## config.mk

```make
export PLATFORM = sky130hd
export DESIGN_NAME = amo_sequencer
export DESIGN_NICKNAME = d
export VERILOG_FILES = /design/src/rtl/amo_sequencer.sv
export SDC_FILE = /design/constraint.sdc
export NUM_CORES = 1
export LEC_CHECK = 0
export CAP_MARGIN = 20
export CELL_PAD_IN_SITES_DETAIL_PLACEMENT = 0
export CELL_PAD_IN_SITES_GLOBAL_PLACEMENT = 1
export CORE_ASPECT_RATIO = 1.2
export CORE_UTILIZATION = 30
export CTS_BUF_LIST = sky130_fd_sc_hd__clkbuf_4
export CTS_CLUSTER_DIAMETER = 60
export DETAILED_ROUTE_END_ITERATION = 8
export PLACE_DENSITY = 0.76
export SETUP_SLACK_MARGIN = 0.5
export SKIP_CTS_REPAIR_TIMING = 1
export SLEW_MARGIN = 20
export SYNTH_ARGS = -nofsm -noshare
export SYNTH_HDL_FRONTEND = slang
export SYNTH_SLANG_ARGS = --single-unit
```

## constraint.sdc

```tcl
create_clock -name clk -period 5.3 [get_ports clk]
set_clock_uncertainty 0.15 [all_clocks]
set_input_delay 0.53 -clock clk [delete_from_list [all_inputs] [get_ports clk]]
set_output_delay 0.53 -clock clk [all_outputs]
set_load 0.1 [all_outputs]
```

## src/rtl/amo_sequencer.sv

```systemverilog
// RV32A sequencer for LR.W, SC.W and AMO read-modify-write. It owns the data-memory port and the LR/SC reservation.
// Define AMO_MINMAX_EN to support AMOMIN/AMOMAX/AMOMINU/AMOMAXU. Without it, those codes raise an exception.
module amo_sequencer #(
    parameter int DATA_WIDTH = 32
) (
    input  logic                  clk,
    input  logic                  reset,
    input  logic                  start,
    input  logic [4:0]            func5,
    input  logic [DATA_WIDTH-1:0] address,
    input  logic [DATA_WIDTH-1:0] rs2Data,
    input  logic [DATA_WIDTH-1:0] memReadData,
    input  logic                  memReady,
    input  logic                  snoopWrite,
    input  logic [DATA_WIDTH-1:0] snoopAddress,
    output logic                  memRead,
    output logic                  memWrite,
    output logic [DATA_WIDTH-1:0] memAddress,
    output logic [DATA_WIDTH-1:0] memWriteData,
    output logic                  stall,
    output logic                  done,
    output logic                  rdWrite,
    output logic [DATA_WIDTH-1:0] rdData,
    output logic                  exception
);
    localparam int WORD_BITS = DATA_WIDTH - 2;

    localparam logic [4:0] OP_ADD  = 5'b00000;
    localparam logic [4:0] OP_SWAP = 5'b00001;
    localparam logic [4:0] OP_LR   = 5'b00010;
    localparam logic [4:0] OP_SC   = 5'b00011;
    localparam logic [4:0] OP_XOR  = 5'b00100;
    localparam logic [4:0] OP_OR   = 5'b01000;
    localparam logic [4:0] OP_AND  = 5'b01100;
`ifdef AMO_MINMAX_EN
    localparam logic [4:0] OP_MIN  = 5'b10000;
    localparam logic [4:0] OP_MAX  = 5'b10100;
    localparam logic [4:0] OP_MINU = 5'b11000;
    localparam logic [4:0] OP_MAXU = 5'b11100;
`endif

    typedef enum logic [2:0] {IDLE, READ, MODIFY, WRITE, DONE} stateT;

    stateT                 state, nextState;
    logic [4:0]            opReg;
    logic [WORD_BITS-1:0]  wordReg;
    logic [DATA_WIDTH-1:0] rs2Reg, resultReg, newReg;
    logic                  excReg;
    logic                  resValid;
    logic [WORD_BITS-1:0]  resWord;

    function automatic logic isSupported(input logic [4:0] op);
        case (op)
            OP_LR, OP_SC, OP_SWAP, OP_ADD, OP_XOR, OP_AND, OP_OR: isSupported = 1'b1;
`ifdef AMO_MINMAX_EN
            OP_MIN, OP_MAX, OP_MINU, OP_MAXU:                     isSupported = 1'b1;
`endif
            default:                                              isSupported = 1'b0;
        endcase
    endfunction

    function automatic logic [DATA_WIDTH-1:0] amoCompute(input logic [4:0] op,
                                                         input logic [DATA_WIDTH-1:0] a,
                                                         input logic [DATA_WIDTH-1:0] b);
        case (op)
            OP_ADD:  amoCompute = a + b;
            OP_XOR:  amoCompute = a ^ b;
            OP_AND:  amoCompute = a & b;
            OP_OR:   amoCompute = a | b;
`ifdef AMO_MINMAX_EN
            OP_MIN:  amoCompute = ($signed(a) < $signed(b)) ? a : b;
            OP_MAX:  amoCompute = ($signed(a) < $signed(b)) ? b : a;
            OP_MINU: amoCompute = (a < b) ? a : b;
            OP_MAXU: amoCompute = (a < b) ? b : a;
`endif
            default: amoCompute = b;
        endcase
    endfunction

    logic [WORD_BITS-1:0] reqWord, snoopWord;
    logic                 badOp, isSc, scSuccess;
    logic                 unusedSnoopBits;

    assign reqWord   = address[DATA_WIDTH-1:2];
    assign snoopWord = snoopAddress[DATA_WIDTH-1:2];
    assign badOp     = (address[1:0] != 2'b00) || !isSupported(func5);
    assign isSc      = (func5 == OP_SC);
    // A store to the SC word in the same cycle defeats the SC, even if the reservation still looks valid.
    assign scSuccess = resValid && (resWord == reqWord) && !(snoopWrite && (snoopWord == reqWord));
    assign unusedSnoopBits = &{1'b0, snoopAddress[1:0]};

    always_ff @(posedge clk) begin
        // NOTE: sequential state uses non-blocking assignments so every register samples pre-edge values.
        if (reset) state <= IDLE;
        else       state <= nextState;
    end

    always_comb begin
        // NOTE: every output gets a default first so no path through the case infers a latch.
        nextState    = state;
        memRead      = 1'b0;
        memWrite     = 1'b0;
        memAddress   = '0;
        memWriteData = '0;
        stall        = 1'b0;
        done         = 1'b0;
        rdWrite      = 1'b0;
        rdData       = '0;
        exception    = 1'b0;
        case (state)
            IDLE: begin
                stall = start;
                if (start) begin
                    if (badOp)     nextState = DONE;
                    else if (isSc) nextState = scSuccess ? WRITE : DONE;
                    else           nextState = READ;
                end
            end
            READ: begin
                stall      = 1'b1;
                memRead    = 1'b1;
                memAddress = {wordReg, 2'b00};
                if (memReady) nextState = (opReg == OP_LR) ? DONE : MODIFY;
            end
            MODIFY: begin
                stall     = 1'b1;
                nextState = WRITE;
            end
            WRITE: begin
                stall        = 1'b1;
                memWrite     = 1'b1;
                memAddress   = {wordReg, 2'b00};
                memWriteData = newReg;
                if (memReady) nextState = DONE;
            end
            DONE: begin
                done      = 1'b1;
                rdWrite   = !excReg;
                rdData    = resultReg;
                exception = excReg;
                nextState = IDLE;
            end
            default: nextState = IDLE;
        endcase
    end

    always_ff @(posedge clk) begin
        if (reset) begin
            opReg     <= '0;
            wordReg   <= '0;
            rs2Reg    <= '0;
            resultReg <= '0;
            newReg    <= '0;
            excReg    <= 1'b0;
            resValid  <= 1'b0;
            resWord   <= '0;
        end else begin
            if (snoopWrite && (snoopWord == resWord)) resValid <= 1'b0;
            case (state)
                IDLE: if (start) begin
                    opReg     <= func5;
                    wordReg   <= reqWord;
                    rs2Reg    <= rs2Data;
                    newReg    <= rs2Data;
                    excReg    <= badOp;
                    resultReg <= '0;
                    if (isSc) begin
                        resValid  <= 1'b0;
                        resultReg <= (!badOp && scSuccess) ? '0 : DATA_WIDTH'(1);
                    end
                end
                READ: if (memReady) begin
                    resultReg <= memReadData;
                    // The LR reservation is not set if a store hits the same word while the load completes.
                    if (opReg == OP_LR && !(snoopWrite && (snoopWord == wordReg))) begin
                        resValid <= 1'b1;
                        resWord  <= wordReg;
                    end
                end
                MODIFY: newReg <= amoCompute(opReg, resultReg, rs2Reg);
                WRITE:  if (memReady && (wordReg == resWord)) resValid <= 1'b0;
                default: ;
            endcase
        end
    end
endmodule

```

# Word-level counts from Yosys, hierarchy flattened
# Cells that the tools add are included.
[op_classes]
n_reduce_logical = 28
n_mux = 33
bitwise = 3
n_addsub = 1
eq_ne = 22
[op_table]
columns = ["cell", "n"]
rows = [
  ["2-to-1 mux 32 bit", 6],
  ["equality test 30 bit", 5],
  ["one-hot mux 32 bit (2 select lines)", 2],
  ["one-hot mux 32 bit (4 select lines)", 1],
  ["adder 32 bit", 1],
  ["bitwise AND 32 bit", 1],
  ["OR 32 bit", 1],
  ["XOR 32 bit", 1],
  ["2-to-1 mux 3 bit", 7],
  ["equality test 5 x 4 -> 1 bit, second input constant", 4],
  ["equality test 5 x 2 -> 1 bit, second input constant", 3],
  ["2-to-1 mux 1 bit", 14],
  ["one-hot mux 3 bit (4 select lines)", 1],
  ["equality test 5 x 3 -> 1 bit, second input constant", 2],
  ["zero test 5 bit", 2],
  ["AND reduction 3 bit", 3],
  ["logical AND 1 bit", 8],
  ["OR reduction 7 bit", 1],
  ["equality test 3 x 2 -> 1 bit, second input constant", 2],
  ["inequality test 2 bit, second input constant", 3],
  ["nonzero test 2 bit", 3],
  ["equality test 5 x 1 -> 1 bit, second input constant", 1],
  ["zero test 1 bit", 5],
  ["AND reduction 2 bit", 2],
  ["8 further kinds", 8],
]
[totals]
wordCells = 96
register_bits = 166
out_inout_bits = 102
inputBits = 138

# Longest topological paths before layout
# Gate-level depths: netlist of run 1.
[depth]
word_depth = 11
ltp_mapped = 12
ltp_nobuf = 12

# Worst setup path after synthesis of run 1
# OpenSTA, ideal clock, no wires.
[synth_path]
path_kind = "register to output"
start = "register state[1]"
end = "output port rdWrite"
path_buffers = 2
setup_slack_ns = 1.576
stages_incl_launch_ff = 6
required_ns = 4.620
t_arrival_ns = 3.044
cell_sequence = "dfxtp_1 > clkbuf_1 > nor2_1 > clkbuf_1 > and2_1 > nor2b_1"
[synth_between]
elab_chain_cells = 2
[synth_lines]
columns = ["item", "line", "rtl"]
rows = [
  ["start, declared", "44", "stateT state, nextState;"],
  ["start signal, assigned", "95", "else state <= nextState;"],
  ["equality test 3 bit", "110", "case (state)"],
  ["2-to-1 mux 1 bit", "110", ""],
  ["end, declared", "22", "output logic rdWrite,"],
]
# Every way passes these cells.

# Worst setup path after layout of run 1
[layout_path]
start = "register state[2]"
end = "output port memWriteData[21]"
[layout_between]
elab_chain_cells = 2
[layout_lines]
columns = ["item", "line", "rtl"]
rows = [
  ["equality test 3 x 2 -> 1 bit", "110", ""],
  ["2-to-1 mux 32 bit", "110", ""],
  ["end, declared", "19", "output logic [DATA_WIDTH-1:0] memWriteData,"],
]
# Every way passes these cells.

==> results of run 1 <==
power groups by stage:
stage / registers [W] / logic, W / clock network, W
global route: 0.00139 / 0.000710 / 0.000822
CTS: 0.00137 / 0.000658 / 0.000774
detailed placement: 0.00140 / 0.000654 / 0
global placement: 0.00140 / 0.000650 / 0
floorplan: 0.00137 / 0.000388 / 0
finish: 0.00138 / 0.000654 / 0.000741
worst paths after layout:
path,from,end,cells after the start,slack (ps)
max,state[2]$_SDFFE_PP0P_,memWriteData[21],4,740
min,reset,resWord[12]$_SDFFE_PP0P_,2,240
max reg2reg,rs2Reg[0]$_SDFFE_PP0P_,newReg[30]$_SDFFE_PP0P_,12,1780
min reg2reg,rs2Reg[7]$_SDFFE_PP0P_,rs2Reg[7]$_SDFFE_PP0P_,2,330
state kept, by name, indices dropped and copies added, names as in the netlist:
name	flops
resultReg	32
state	3
opReg	5
resValid	1
resWord	30
newReg	32
rs2Reg	32
wordReg	30
excReg	1
cell type report:
type | count | area, sq um | area share [%]
multi-input combinational | 1183 | 7680 | 52.5
sequential | 166 | 3320 | 22.7
timing repair buffer | 254 | 2490 | 17.0
tap | 480 | 601 | 4.10
inverter | 75 | 282 | 1.92
clock buffer | 17 | 128 | 0.872
clock inverter | 15 | 128 | 0.872
antenna | 2 | 5.00 | 0.0342
cells by family (layout without fill, tap and decap cells):
family / count (synthesis) / in the layout / synth area share (%)
AOI/OAI and AO/OA: 344 / 344 / 18.6
xor gates and xnor gates: 168 / 168 / 12.7
and+or+nand+nor: 554 / 554 / 22.9
DFF: 166 / 166 / 28.6
adders and majority gates: 65 / 65 / 7.06
other: 1 / 4 / 0.0323
muxes: 50 / 50 / 4.34
buffers and inverters: 175 / 361 / 5.76
cells in the final DEF, fill, tap and decap left out, types with 13 or more instances in the layout:
cell type / n
a31oi_1: 15
nor4_1: 23
a21oi_1: 162
xnor2_1: 95
mux2i_1: 47
and2_1: 35
nand3_1: 53
inv_1: 74
buf_4: 20
xor2_1: 73
a21o_1: 13
o221ai_1: 19
clkbuf_4: 17
nand4_1: 27
a221oi_1: 15
and3_1: 68
ha_1: 64
nor2_1: 85
dfxtp_1: 165
clkdlybuf4s50_1: 234
nand2_1: 221
o21ai_0: 25
a211oi_1: 26
worst max-delay path: stages, from the launching register on:
cell	delay, ps
dfxtp_2	650
nor2_4	920
buf_4	360
and3_1	190
clkdlybuf4s50_1	1140
metrics by stage:
stage | power [W] | setup slack [ps] | hold WS [ps] | util, % | instance area (sq um)
2_1_floorplan | 0.00176 | 1580 | 301 | - | 11600
3_3_place_gp | 0.00205 | 1430 | 313 | 37.9 | 14400
3_5_place_dp | 0.00206 | 1390 | 317 | 37.9 | 14400
4_1_cts | 0.00281 | 674 | 186 | 38.5 | 14600
5_1_grt | 0.00292 | 533 | 216 | 38.6 | 14600
6_report | 0.00277 | 744 | 245 | 38.6 | 14600
routing by layer:
layer | global-route usage, % | vias up
met5 | 0 | -
met4 | 8.76 | 4
met3 | 3.79 | 67
met2 | 39.9 | 316
met1 | 27.3 | 5426
li1 | - | 5645
cells in the mapped netlist, drive strengths merged (47+ instances only):
cell and number:
nand2 222, dfxtp 166, a21oi 164, xnor2 95
nor2 89, clkbuf 87, inv 75, xor2 73
and3 68, ha 64, nand3 53, mux2i 47
==> results.json, run 1 <==
{
  "h-tree-depth": 4,
  "maxCapViolations": 0,
  "ys_seq_area_share_pct": 28.6,
  "nets": 1900,
  "layout.cells.non_filler": 2192,
  "drt_iter0_drc": 686,
  "grt_pass1_vias": 11800,
  "start_kind": "register",
  "vias": 11500,
  "clk_pin_slew_worst_paths_ps": 140,
  "io_pins": 240,
  "initial_core_util_pct": 30.6,
  "criticalPathCategory": "reg -> out",
  "finalSetupTns_ps": 0,
  "clock_latency_ps": 620,
  "hp-class": "in -> reg",
  "synthDominantCellAreaShare_pct": 28.6,
  "grt_antenna_before_repair": 3,
  "vdd_drop_max_mv": 0.110,
  "end_kind": "output port",
  "min_period_over_period_pct": 86.0,
  "grt_first_pass_wirelength_mm": 68.6,
  "p_int_w": 0.00179,
  "cts_root_buf": "clkbuf_4",
  "die_w_um": 182,
  "syn_area_sq_mm": 0.0116,
  "cts_tree": "built",
  "synth_cell_types": 70,
  "synth_area_leaders": "dfxtp_1 (29%), xnor2_1 (7.2%), nand2_1 (7.1%)",
  "p_clk_share_pct": 26.8,
  "hpwl_mm": 33.1,
  "cp_max_fo": 45,
  "drcViolationCount": 0,
  "p_leak_nw": 5.55,
  "die-area_sq_mm": 0.0395,
  "yosys_warnings": 0,
  "grt.total_usage_pct": 22.6,
  "switching_share_pct": 35.2,
  "wl_met1_mm": 19.2,
  "required_ps": 4620,
  "period_needed_ps": 4560,
  "cts_buffers": 17,
  "cts_buffer_depth": 2,
  "ant_nets": 0,
  "synth_ff_type": "dfxtp_1",
  "grt_max_degree": 71,
  "tightest_slew_ps": 1100,
  "routed_wl_mm": 44.6,
  "cts.sinks": 166,
  "yosysTopAreaCell": "dfxtp_1",
  "num_rows": 78,
  "top_layer": "met5",
  "slew_violations": 0,
  "rsz0062_at_grt": "no",
  "first_pass_iters": 5,
  "hold_violations": 0,
  "p_seq_share_pct": 49.6,
  "arrival_ps": 3880,
  "ys_ff_latch": 166,
  "outcome": "finished clean",
  "powerDensity_mw_per_mm2": 189,
  "synth_edf_count": 0,
  "p_comb_share_pct": 23.6,
  "wl_per_cell_um": 20.3,
  "synthArstFlopShare_pct": 0,
  "drive_gt1_share_pct": 3.92,
  "clock.fmax_mhz": 219,
  "dp_cells": 2158,
  "postSynthCellCount": 1523,
  "nFillCells": 3905,
  "p_sw_w": 0.000975,
  "die_y_um": 218,
  "dr_wl_met3_mm": 2.05,
  "area_growth_pct": 25.9,
  "dr_wl_met2_mm": 21.8,
  "coreArea_sq_mm": 0.0380,
  "viasPerCell": 5.23,
  "io_buffers": 235,
  "finalSetupViolations": 0,
  "avgSynthCellArea_sq_um": 7.63,
  "slew_headroom_pct": 26.3,
  "gp_congestion": 0.930,
  "grt_overflow": 0
}
No activity file was read; power rests on OpenSTA's default activity.
==> run 2: changes to the inputs <==
- clock period: 5.3 -> 5.6 ns (I/O delays scaled with it)
==> results.json, run 2 (synthesis results as in run 1) <==
{
  "finalSetupTns_ps": 0,
  "start_kind": "register",
  "io_pins": 240,
  "die_w_um": 182,
  "gp_congestion": 0.928,
  "cts_buffers": 17,
  "hold_violations": 0,
  "clk_pin_slew_worst_paths_ps": 150,
  "routed_wl_mm": 44.7,
  "design_area_sq_mm": 0.0147,
  "cts_root_buf": "clkbuf_4",
  "grt_first_pass_wirelength_mm": 67.9,
  "nets": 1900,
  "num_rows": 78,
  "tightest_slew_ps": 1120,
  "powerDensity_mw_per_mm2": 187,
  "clock_latency_ps": 610,
  "initial_core_util_pct": 30.6,
  "area_growth_pct": 26.5,
  "reg_top3": "newReg (32), resultReg (32), rs2Reg (32)",
  "final_cell_mix": "clkdlybuf4s50_1 (234), nand2_1 (221), dfxtp_1 (165)",
  "clock.fmax_mhz": 222,
  "cp_max_fo": 38,
  "h-tree-depth": 4,
  "wl_per_cell_um": 20.4,
  "min_period_over_period_pct": 80.5,
  "grt.total_usage_pct": 22.4,
  "cts_buffer_depth": 2,
  "final_common_cell": "clkdlybuf4s50_1",
  "die_y_um": 218,
  "nFillCells": 3963,
  "slew_headroom_pct": 25.4,
  "criticalPathCategory": "reg -> out",
  "placed_area_sq_mm": 0.0144,
  "ant_nets": 0,
  "grt_max_degree": 73,
  "rsz0062_at_grt": "no",
  "io_buffers": 235,
  "cpMaxStageDelayCell": "clkdlybuf4s50_1",
  "reg2reg_depth": 10,
  "cp_cell_sequence": "inv_1 > nor2_4 > buf_4 > and3_1 > clkdlybuf4s50_1",
  "first_pass_iters": 5,
  "hp-class": "in -> reg",
  "end_kind": "output port",
  "vias": 11600,
  "hpwl_mm": 33.2,
  "grt_overflow": 0,
  "p_leak_nw": 5.58,
  "die-area_sq_mm": 0.0395,
  "grt_antenna_before_repair": 4,
  "grt_pass1_vias": 11700,
  "coreArea_sq_mm": 0.0380,
  "viasPerCell": 5.29,
  "required_ps": 4890,
  "whs_path_depth": 2,
  "drive_gt1_share_pct": 4.09,
  "cts.sinks": 166,
  "period_needed_ps": 4510,
  "vdd_drop_max_mv": 0.117,
  "finalSetupViolations": 0,
  "drt_iter0_drc": 705,
  "maxCapViolations": 0,
  "outcome": "finished clean",
  "arrival_ps": 3800,
  "drcViolationCount": 0,
  "max_stage_delay_ps": 1140,
  "cts_tree": "built",
  "slew_violations": 0
}
==> run 2: area by class of cell <==
type	count	area (sq um)	share of cell area (%)
clock buffers	17	128	0.868
repair buffers	254	2490	16.9
well taps	480	601	4.08
multi-input cells	1183	7680	52.2
inverters	75	282	1.91
diodes	3	7.51	0.0511
flip-flops and latches	166	3320	22.6
clock inverters	15	193	1.31
==> run 2: worst paths after layout <==
check	slack (ps)	to	start
min reg2reg	340	rs2Reg[9]$_SDFFE_PP0P_	rs2Reg[9]$_SDFFE_PP0P_
min	230	resWord[6]$_SDFFE_PP0P_	reset
max	1090	memWriteData[16]	state[0]$_SDFFE_PP0P_
max reg2reg	1860	newReg[15]$_SDFFE_PP0P_	state[1]$_SDFFE_PP0P_
==> run 2: critical path: cells and delay by family, from the launching register on <==
family                 cells  cell delay, ps
flip-flops                 1             540
buffers and inverters      3            1770
AND/OR/NAND/NOR            2             870
==> run 2: routing by layer <==
layer	GRT usage, %	vias up	wire length [um]
li1	-	5658	-
met1	26.9	5493	19000
met2	39.8	391	22100
met3	4.06	63	2290
met4	8.16	4	1230
met5	0	-	25
==> run 2: stage by stage <==
step	utilization [%]	power, W	setup WS [ps]	std cells	hold WS, ps
after floorplan	-	0.00166	1850	1524	301
after global placement	37.9	0.00194	1770	2158	313
after detailed placement	37.9	0.00195	1710	2158	318
after CTS	38.7	0.00279	976	2190	166
after global routing	38.7	0.00288	827	2192	169
final	38.7	0.00275	1090	2193	232
==> run 2: where the power goes <==
group          switching, W  internal [W]
Clock              0.000500      0.000322
Sequential        0.0000685       0.00123
Combinational      0.000378      0.000243
Total              0.000946       0.00180
==> run 3: changes to the inputs <==
- PLACE_DENSITY: 0.76 -> 0.78
- clock period: 5.6 -> 3.66 ns (I/O delays scaled with it)
==> results.json, run 3 (synthesis results as in run 1) <==
{
  "hold_violations": 0,
  "routed_wl_mm": 44.6,
  "grt_first_pass_wirelength_mm": 67.6,
  "cts_root_buf": "clkbuf_4",
  "p_clk_share_pct": 26.8,
  "area_growth_pct": 28.9,
  "initial_core_util_pct": 30.6,
  "rrSetupSlack_ps": 580,
  "reg2reg_depth": 13,
  "p_int_w": 0.00261,
  "rr_startpoint": "rs2Reg[1]$_SDFFE_PP0P_",
  "hp-class": "in -> reg",
  "clock.fmax_mhz": 325,
  "tightest_slew_ps": 1030,
  "p_sw_w": 0.00144,
  "io_pins": 240,
  "placed_area_sq_mm": 0.0145,
  "vias": 11800,
  "viasPerCell": 5.33,
  "cp_max_fo": 4,
  "grt_overflow": 0,
  "drive_gt1_share_pct": 12.7,
  "period_needed_ps": 3080,
  "num_rows": 78,
  "grt_antenna_before_repair": 1,
  "final_cell_mix": "nand2_1 (221), dfxtp_1 (157), a21oi_1 (155)",
  "cts.sinks": 166,
  "grt.total_usage_pct": 22.3,
  "final_common_cell": "nand2_1",
  "p_leak_nw": 5.97,
  "h-tree-depth": 4,
  "gp_congestion": 0.950,
  "ant_nets": 0,
  "cts_buffers": 17,
  "whs_path_depth": 2,
  "end_kind": "register",
  "slew_headroom_pct": 31.4,
  "finalSetupViolations": 0,
  "grt_pass1_vias": 11600,
  "switching_share_pct": 35.5,
  "arrival_ps": 3470,
  "drt_iter0_drc": 787,
  "p_seq_share_pct": 49.2,
  "die_w_um": 182,
  "outcome": "finished clean",
  "die-area_sq_mm": 0.0395,
  "drcViolationCount": 0,
  "finalSetupTns_ps": 0,
  "worstReg2RegEnd": "newReg[31]$_SDFFE_PP0P_",
  "hpwl_mm": 33.2,
  "clock_latency_ps": 610,
  "nets": 1924,
  "grt_max_degree": 66,
  "vdd_drop_max_mv": 0.197,
  "first_pass_iters": 5,
  "wl_per_cell_um": 20.2,
  "clk_pin_slew_worst_paths_ps": 170,
  "die_y_um": 218,
  "powerDensity_mw_per_mm2": 270,
  "io_buffers": 235,
  "cts_tree": "built",
  "start_kind": "register",
  "slew_violations": 0,
  "coreArea_sq_mm": 0.0380,
  "required_ps": 4050,
  "reg_top3": "newReg (32), resultReg (32), rs2Reg (32)",
  "design_area_sq_mm": 0.0150,
  "hold_ws_ps": 139,
  "maxCapViolations": 0,
  "rsz0062_at_grt": "no",
  "fin_util_pct": 39.5,
  "p_comb_share_pct": 24.0,
  "hp-start": "reset",
  "criticalPathCategory": "reg -> reg",
  "whs_endpoint": "resultReg[23]$_SDFFE_PP0P_",
  "cts_buffer_depth": 2,
  "min_period_over_period_pct": 84.2
}
-- run 3: cell count changes in the layout (fill, tap and decap cells not counted), sizes merged --
cell           before  now
diode               3    1
buf                20  144
clkinvlp            1    5
inv                81   79
bufinv              3    1
clkdlybuf4s50     234  134
-- run 3: metal layers --
layer	GRT usage, %	part of all wire, %
met1	27.1	43
met2	39.3	50
met3	3.31	4.5
met4	8.62	2.6
met5	0	0
-- run 3: through the flow --
step | power, W | cells | setup WS [ps]
floorplan | 0.00254 | 1524 | 563
global placement | 0.00298 | 2174 | 361
detailed placement | 0.00299 | 2174 | 340
CTS | 0.00409 | 2206 | 288
global route | 0.00425 | 2215 | 461
finish | 0.00405 | 2215 | 578
-- run 3: worst max path at each step --
stage / slack (ps) / cells past startpoint / to / start
2_1_floorplan: 560 / 5 / rdWrite / state[1]$_SDFFE_PP0P_
3_3_place_gp: 360 / 11 / newReg[31]$_SDFFE_PP0P_ / rs2Reg[1]$_SDFFE_PP0P_
3_5_place_dp: 340 / 7 / state[1]$_SDFFE_PP0P_ / address[7]
4_1_cts: 290 / 11 / newReg[31]$_SDFFE_PP0P_ / rs2Reg[1]$_SDFFE_PP0P_
5_1_grt: 460 / 13 / newReg[31]$_SDFFE_PP0P_ / resultReg[7]$_SDFFE_PP0P_
6_report: 580 / 13 / newReg[31]$_SDFFE_PP0P_ / rs2Reg[1]$_SDFFE_PP0P_
-- run 3: cell type report --
cell class,count,area [sq um]
tap,480,601
timing repair buffer,278,2710
clock buffer,17,128
antenna,1,2.50
multi-input combinational,1183,7800
clock inverter,15,129
fill,3924,23000
sequential,166,3340
inverter,75,282
-- run 3: power by group through the flow --
stage / Combinational [W] / Sequential, W / Clock (W)
4_1_cts: 0.000968 / 0.00199 / 0.00113
6_report: 0.000972 / 0.00199 / 0.00109
3_5_place_dp: 0.000962 / 0.00203 / 0
3_3_place_gp: 0.000952 / 0.00203 / 0
2_1_floorplan: 0.000562 / 0.00198 / 0
5_1_grt: 0.00105 / 0.00201 / 0.00119
-- run 3: worst max-delay path, stage by stage, from the launching register on --
cell and delay [ps]:
dfxtp_2 390, inv_1 80, ha_1 340, a211oi_2 230, o21ai_1 160, a211oi_4 230
buf_4 190, nor4_4 50, o211ai_1 270, buf_4 180, a21boi_2 70, nand4b_1 210
a311o_1 330, a21oi_1 130
